<file path="config.mk">
export PLATFORM = sky130hd
export DESIGN_NAME = mac_vector_engine
export DESIGN_NICKNAME = d
export VERILOG_FILES = /design/src/rtl/mac_vector_engine.sv
export SDC_FILE = /design/constraint.sdc
export NUM_CORES = 1
export LEC_CHECK = 0
export BUFFER_PORTS_ARGS = -buffer_cell sky130_fd_sc_hd__buf_2
export CORE_UTILIZATION = 30
export DETAILED_ROUTE_END_ITERATION = 7
export PLACE_DENSITY = 0.54
export SYNTH_ARGS = -nofsm -noshare
export SYNTH_HDL_FRONTEND = slang
export SYNTH_SLANG_ARGS = --single-unit
export TNS_END_PERCENT = 50
</file>
<file path="constraint.sdc">
create_clock -name clk -period 3.8 [get_ports clk]
set_input_delay 0 -clock clk [delete_from_list [all_inputs] [get_ports clk]]
set_output_delay 0 -clock clk [all_outputs]
set_load 0.01 [all_outputs]
</file>
<file path="src/rtl/mac_vector_engine.sv">
// mac_vector_engine: streamed dot-product engine.
// Operand pairs arrive over a valid/ready handshake and pass through a
// 3-stage pipeline (operand register, product register, accumulator).
// Supports unsigned/signed jobs, optional saturation, a sticky overflow
// flag, and a result that is held until the consumer takes it.
module mac_vector_engine #(
    parameter int DATA_W = 4,
    parameter int ACC_W  = 12,
    parameter int LEN_W  = 4,
    parameter int SAT    = 0
) (
    input  logic              clk,
    input  logic              rst,
    input  logic              start,
    input  logic [LEN_W-1:0]  len,
    input  logic              signed_mode,
    input  logic              in_valid,
    input  logic [DATA_W-1:0] in_a,
    input  logic [DATA_W-1:0] in_b,
    output logic              in_ready,
    output logic              out_valid,
    input  logic              out_ready,
    output logic [ACC_W-1:0]  acc_out,
    output logic              ovf,
    output logic              busy
);

    localparam int PROD_W = 2 * DATA_W;

    typedef enum logic [1:0] {
        IDLE  = 2'd0,
        RUN   = 2'd1,
        DRAIN = 2'd2,
        DONE  = 2'd3
    } state_t;

    state_t state, state_nxt;

    logic [LEN_W:0]      remaining;   // one extra bit so len=0 can mean 2^LEN_W
    logic                mode_s;      // signed_mode captured at start
    logic [2:1]          vld_pipe;    // [1]: operand stage, [2]: product stage
    logic [DATA_W-1:0]   a_r, b_r;
    logic [PROD_W-1:0]   prod_r;
    logic [ACC_W-1:0]    acc_r;
    logic                ovf_r;

    logic                accept;
    logic                job_start;
    logic [PROD_W-1:0]   ext_a, ext_b, prod_w;
    logic [ACC_W-1:0]    addend;
    logic [ACC_W:0]      sum;
    logic                ovf_add;
    logic [ACC_W-1:0]    sat_val;
    logic [ACC_W-1:0]    acc_nxt;

    assign job_start = (state == IDLE) && start;
    assign accept    = in_valid && in_ready;

    // Handshake/status outputs decoded straight from the state
    always_comb begin
        in_ready  = 1'b0;
        out_valid = 1'b0;
        busy      = 1'b0;
        if (state == RUN && remaining != '0)
            in_ready = 1'b1;
        if (state == DONE)
            out_valid = 1'b1;
        if (state != IDLE)
            busy = 1'b1;
    end

    assign acc_out = acc_r;
    assign ovf     = ovf_r;

    // Next-state logic
    always_comb begin
        state_nxt = state;
        case (state)
            IDLE: begin
                if (start)
                    state_nxt = RUN;
            end
            RUN: begin
                if (remaining == '0 ||
                    (accept && remaining == (LEN_W+1)'(1)))
                    state_nxt = DRAIN;
            end
            DRAIN: begin
                // Nothing new enters in DRAIN, so once the operand stage is
                // empty the product stage empties into the accumulator on
                // this same edge; DONE then coincides with the final sum.
                if (!vld_pipe[1])
                    state_nxt = DONE;
            end
            DONE: begin
                if (out_ready)
                    state_nxt = IDLE;
            end
            default: state_nxt = IDLE;
        endcase
    end

    // State register
    always_ff @(posedge clk) begin
        if (rst)
            state <= IDLE;
        else
            state <= state_nxt;
    end

    // Job control: remaining pair count and captured arithmetic mode
    always_ff @(posedge clk) begin
        if (rst) begin
            remaining <= '0;
            mode_s    <= 1'b0;
        end else if (job_start) begin
            remaining <= (len == '0) ? {1'b1, {LEN_W{1'b0}}} : {1'b0, len};
            mode_s    <= signed_mode;
        end else if (accept) begin
            remaining <= remaining - (LEN_W+1)'(1);
        end
    end

    // One multiplier serves both modes: extending the operands to the
    // product width (sign- or zero-) makes the low PROD_W bits correct.
    assign ext_a  = mode_s ? PROD_W'($signed(a_r)) : PROD_W'(a_r);
    assign ext_b  = mode_s ? PROD_W'($signed(b_r)) : PROD_W'(b_r);
    assign prod_w = ext_a * ext_b;

    // Pipeline stages 1 (operands) and 2 (product) with their valid bits
    always_ff @(posedge clk) begin
        if (rst) begin
            vld_pipe <= '0;
            a_r      <= '0;
            b_r      <= '0;
            prod_r   <= '0;
        end else begin
            vld_pipe <= {vld_pipe[1], accept};
            if (accept) begin
                a_r <= in_a;
                b_r <= in_b;
            end
            if (vld_pipe[1])
                prod_r <= prod_w;
        end
    end

    // Accumulate: widen the product, add at ACC_W+1 bits, detect overflow,
    // optionally clamp.
    always_comb begin
        addend  = mode_s ? ACC_W'($signed(prod_r)) : ACC_W'(prod_r);
        sum     = {1'b0, acc_r} + {1'b0, addend};
        ovf_add = 1'b0;
        sat_val = {ACC_W{1'b1}};
        if (mode_s) begin
            ovf_add = (acc_r[ACC_W-1] == addend[ACC_W-1]) &&
                      (sum[ACC_W-1] != acc_r[ACC_W-1]);
            // Signed overflow direction follows the common addend sign
            sat_val = acc_r[ACC_W-1] ? {1'b1, {(ACC_W-1){1'b0}}}
                                     : {1'b0, {(ACC_W-1){1'b1}}};
        end else begin
            ovf_add = sum[ACC_W];
        end
        acc_nxt = (ovf_add && SAT != 0) ? sat_val : sum[ACC_W-1:0];
    end

    // Stage 3: accumulator and sticky overflow; cleared only by start
    always_ff @(posedge clk) begin
        if (rst) begin
            acc_r <= '0;
            ovf_r <= 1'b0;
        end else if (job_start) begin
            acc_r <= '0;
            ovf_r <= 1'b0;
        end else if (vld_pipe[2]) begin
            acc_r <= acc_nxt;
            ovf_r <= ovf_r | ovf_add;
        end
    end

endmodule
</file>
Word-level counts from Yosys, hierarchy flattened
Cells that the tools add are included.
{"block": "word_totals", "register_bits": 39, "in_bits": 18, "out_inout_bits": 16, "elab_cells": 52}
{"block": "classes", "add_sub_neg": 2, "n_mul": 1, "eq_ne": 10, "mux": 15, "n_bitwise": 1, "n_reduce_logical": 14}
{"cell": "8-bit 2-to-1 mux", "n": 2}
{"cell": "5-bit 2-to-1 mux", "n": 3}
{"cell": "12-bit by 12-bit adder with 13-bit output", "n": 1}
{"cell": "12-bit 2-to-1 mux", "n": 1}
{"cell": "8-bit by 8-bit multiplier with 8-bit output", "n": 1}
{"cell": "2-bit 2-to-1 mux", "n": 4}
{"cell": "2-bit case mux with 4 select lines", "n": 1}
{"cell": "2-bit != test, second input constant", "n": 3}
{"cell": "5-bit by 1-bit == test with 1-bit output, second input constant", "n": 1}
{"cell": "1-bit logical AND", "n": 5}
{"cell": "5-bit zero test", "n": 1}
{"cell": "5-bit nonzero test", "n": 1}
{"cell": "5-bit by 1-bit subtractor with 5-bit output, second input constant", "n": 1}
{"cell": "2-bit == test, second input constant", "n": 2}
{"cell": "4-bit zero test", "n": 1}
{"cell": "1-bit 2-to-1 mux", "n": 4}
{"cell": "4-bit AND reduction", "n": 1}
{"cell": "2-bit nonzero test", "n": 2}
{"cell": "2-bit by 1-bit == test with 1-bit output, second input constant", "n": 1}
{"cell": "2-bit zero test", "n": 1}
{"cell": "2-bit by 1-bit != test with 1-bit output, second input constant", "n": 1}
{"cell": "2-bit OR reduction", "n": 1}
{"cell": "1-bit == test", "n": 1}
{"cell": "1-bit logical OR", "n": 1}
{"cell": "other kinds (2)", "n": 2}

Logic depth before layout (Yosys ltp)
{"block": "depth", "word_depth": 8, "depth_mapped": 16, "mapped_depth_nobuf": 15}

Worst setup path after synthesis
OpenSTA, ideal clock, no wires.
{"block": "synth_timing", "path_kind": "register -> register", "start": "reg mode_s", "end": "reg prod_r[7]", "setup_ps": 86, "t_arrival_ps": 3444, "required_time_ps": 3714, "setup_slack_ps": 270, "path_stages_with_launch": 15, "n_path_buf": 1, "period_less_slack_ps": 3530, "cell_sequence": "dfxtp_1 -> buf_2 -> nand3_1 -> fa_1 -> inv_1 -> fa_1 -> fa_1 -> inv_1 -> fa_1 -> inv_1 -> ha_1 -> a21oi_1 -> xnor2_1 -> xnor2_1 -> a211oi_1"}
{"block": "synth_between", "elab_chain_len": 2, "elab_cells_between_ends": 3, "classes_between": "mul: 1; mux: 2"}
{"item": "start: declaration", "line_no": "40", "source": "logic mode_s;"}
{"item": "start signal: assignment", "line_no": "118", "source": "mode_s <= signed_mode;"}
{"item": "8-bit 2-to-1 mux (on tied branches)", "line_no": "126, 127"}
{"item": "8-bit by 8-bit multiplier with 8-bit output *", "line_no": "128", "source": "assign prod_w = ext_a * ext_b;"}
{"item": "end signal: assignment", "line_no": "144", "source": "prod_r <= prod_w;"}
{"item": "end: declaration", "line_no": "43", "source": "logic [PROD_W-1:0] prod_r;"}
Mark *: on every way between the ends. The rest lies on a longest branch, timed or not.
A chain may end at the register's enable or synchronous reset.

Final worst setup path
{"block": "layout_timing", "start": "reg a_r[1]", "end": "reg prod_r[7]"}
{"block": "layout_between", "elab_chain_len": 2}
{"item": "start: declaration", "line_no": "42", "source": "logic [DATA_W-1:0] a_r, b_r;"}
{"item": "start signal: assignment", "line_no": "140", "source": "a_r <= in_a;"}
{"item": "8-bit 2-to-1 mux", "line_no": "126", "source": "assign ext_a = mode_s ? PROD_W'($signed(a_r)) : PROD_W'(a_r);"}
{"item": "8-bit by 8-bit multiplier with 8-bit output", "line_no": "128"}
No other way between the ends.

==> flow_metrics.tcl <==
set metrics [dict create \
    status "completed" \
    p_int_mw 0.800 \
    cts_root_buffer "clkbuf_8" \
    slowest_delay_ns 0.53 \
    synth-main-ff-cell "dfxtp_1" \
    drt-wirelength-per-cell_um 11.9 \
    rsz0062_at_grt "false" \
    final_common_cell "inv_1" \
    fin_nets 447 \
    multiInputGateArea_um2 1930 \
    slew_violations 0 \
    path_common_cell "fa_1" \
    die_y_um 100 \
    clockBufferDepth 2 \
    fin_crit_sh_pct 94.8 \
    clk_latency_ns 0.29 \
    p_switching_mw 0.418 \
    p_clk_share_pct 29.3 \
    grt_pass1_vias 2137 \
    postCtsSetupRepairBufs 0 \
    grt_overflow_total 0 \
    routed_wl_mm 6.09 \
    drive_above_1_share_pct 12.1 \
    total_power_mw 1.22 \
    synth_area_um2 2900 \
    met3_wirelength_um 149 \
    yosysSeqAreaShare_pct 26.9 \
    slew_headroom_pct 59.7 \
    place_ws_ns 0.140 \
    max_freq_ghz 0.278 \
    crit_family "adder cells" \
    cp_max_fo 6 \
    cts_buffers 5 \
    critical_path.cell_chain "nand3_1, fa_1, inv_1, fa_1, fa_1, inv_1, fa_1, inv_1, ha_1, a21oi_1, xnor2_1, xnor2_1, a211oi_1" \
    die_area_um2 10100 \
    core_area_um2 9280 \
    p_leak_nw 1.58 \
    ant_nets 0 \
    drcViolationCount 0 \
    grt_usage_pct 12.4 \
    path_class "flop to flop" \
    path_clk_slew_ns 0.08 \
    p_seq_share_pct 42.2 \
    initial_core_util_pct 31.3 \
    gp_congestion 0.825 \
    diodes 0 \
    path_buf_inv 3 \
    hold_path_class "input port to flop" \
    ys_ff_latch 39 \
    routed-wl-met2_mm 2.76 \
    die_x_um 100 \
    synthArstFlopShare_pct 0 \
    grt_max_degree 28 \
    worst_pin_slew_ns 0.604 \
    synth_top_area_share_pct 26.9 \
    cts_tree "built" \
    cts_sinks 39 \
    finalSetupViolations 0 \
    met1Wirelength_mm 3.16 \
    drv_cap 0 \
    yosysUniqueCellTypes 40 \
    top_layer_used "met4" \
    hpwl_mm 4.80 \
    syn_area_per_cell_um2 8.58 \
    skew_ns 0.00576 \
    required_ns 4.01 \
    p_comb_share_pct 28.5 \
    fillers 1001 \
    synth_area_leaders "dfxtp_1 27%, ha_1 16%, fa_1 9.0%" \
    io_pins 34 \
    antenna_found_initial 0 \
    port_buffers 33 \
    cpMaxStageDelayCell "fa_1" \
    vias 2323 \
    syn2layout_area_growth_pct 17.9 \
    grt_pass1_wl_mm 9.99 \
    h-tree-depth 2 \
    synth_edf_count 0 \
    setup_slack_ns 0.199 \
    vias_per_cell 4.55 \
    fin_tns_setup_ns 0 \
    min_period_ns 3.60 \
    end_kind "flop" \
    syn-num-nets 405 \
    regArea_um2 783 \
    yosysTopAreaCell "dfxtp_1" \
    final_cell_mix "39 x inv_1, 37 x dfxtp_1, 36 x ha_1" \
    row_count 35 \
    start_kind "flop" \
    syn_inst 338 \
    drt-initial-drc-count 60 \
    hold_viol_final 0 \
    p_per_area_nw_per_um2 356 \
    dr.pass1.iters 4 \
    arrival_ns 3.81 \
    ys_warn_count 0 \
    vdd_drop_max_v 0.000315 \
    power.share.switching_pct 34.3 \
]
-- synth_stat cells, types with 2 or more instances --
library cell,n
buf_2,3
a211oi_1,10
nand2_1,20
nand3_1,17
xnor2_1,19
and3_1,4
inv_1,39
buf_1,4
ha_1,36
nor2b_1,3
a21o_1,5
clkbuf_1,4
nor4_1,2
xor2_1,4
o21ai_0,10
nand3b_1,2
o21a_1,2
and2_1,15
nor3_1,9
dfxtp_1,39
a21oi_1,21
mux2i_1,13
nor2_1,28
fa_1,13
-- metal layers --
layer	vias up	global-route usage, %
met5	-	0
met4	0	2.01
met3	2	2.72
met2	31	20.2
met1	1053	17.2
li1	1237	-
-- flip-flops by register name, indices dropped and copies added, names as in the netlist --
name and cells:
mode_s 1, remaining 5, vld_pipe 2, state 2
a_r 4, prod_r 8, b_r 4, ovf 1
acc_out 12
-- kinds of logic (layout without fill, tap and decap cells) --
| family | Yosys count | in the layout | synth area share, % |
|---|---|---|---|
| DFF | 39 | 39 | 26.9 |
| AOI/OAI and AO/OA | 60 | 60 | 13.2 |
| adders and majority gates | 49 | 49 | 24.5 |
| and+or+nand+nor | 104 | 104 | 17.4 |
| xor gates and xnor gates | 23 | 23 | 6.94 |
| muxes | 13 | 13 | 4.48 |
| buffers and inverters | 50 | 93 | 6.60 |
-- final timing paths --
path	from	to	slack, ns	depth (start not counted)
max	a_r[1]$_SDFFE_PP0P_	prod_r[7]$_SDFFE_PP0P_	0.20	13
min	len[0]	remaining[0]$_SDFFE_PP0P_	0.01	3
max reg2reg	a_r[1]$_SDFFE_PP0P_	prod_r[7]$_SDFFE_PP0P_	0.20	13
min reg2reg	acc_out[6]$_SDFFE_PP0P_	acc_out[6]$_SDFFE_PP0P_	0.48	2
-- stage by stage --
| stage | area [µm²] | util, % | hold slack (ns) | cells |
|---|---|---|---|---|
| 5_1_grt | 3420 | 36.8 | 0.0130 | 510 |
| 2_1_floorplan | 2900 | - | 0.147 | 338 |
| 6_report | 3420 | 36.8 | 0.0120 | 510 |
| 4_1_cts | 3420 | 36.8 | 0.00646 | 510 |
| 3_5_place_dp | 3210 | 34.5 | 0.265 | 492 |
| 3_3_place_gp | 3210 | 34.5 | 0.260 | 492 |
-- area by class of cell --
class | instances | area share, %
clock buffers | 5 | 2.01
clock inverters | 3 | 1.28
inverters | 39 | 4.28
multi-input cells | 249 | 56.4
flip-flops and latches | 39 | 22.9
well taps | 129 | 4.72
repair buffers | 46 | 8.41
-- what timing repair did --
action / in CTS / in global routing
hold buffers: 10 / 0
gates resized for setup: 0 / 2
endpoints found under the setup margin: 0 / 1
hold endpoints to repair: 10 / 0
-- power groups by stage --
stage | logic, mW | clock network, mW | registers, mW
after floorplan | 0.267 | 0 | 0.502
after global placement | 0.335 | 0 | 0.523
after detailed placement | 0.339 | 0 | 0.523
after CTS | 0.349 | 0.371 | 0.514
after global routing | 0.396 | 0.388 | 0.523
final | 0.347 | 0.357 | 0.515
-- tightest hold or removal path, stage by stage --
cell and delay, ns:
buf_2 0.11, nor2_1 0.10, a211oi_1 0.05
Power figures use the tool's default switching activity.
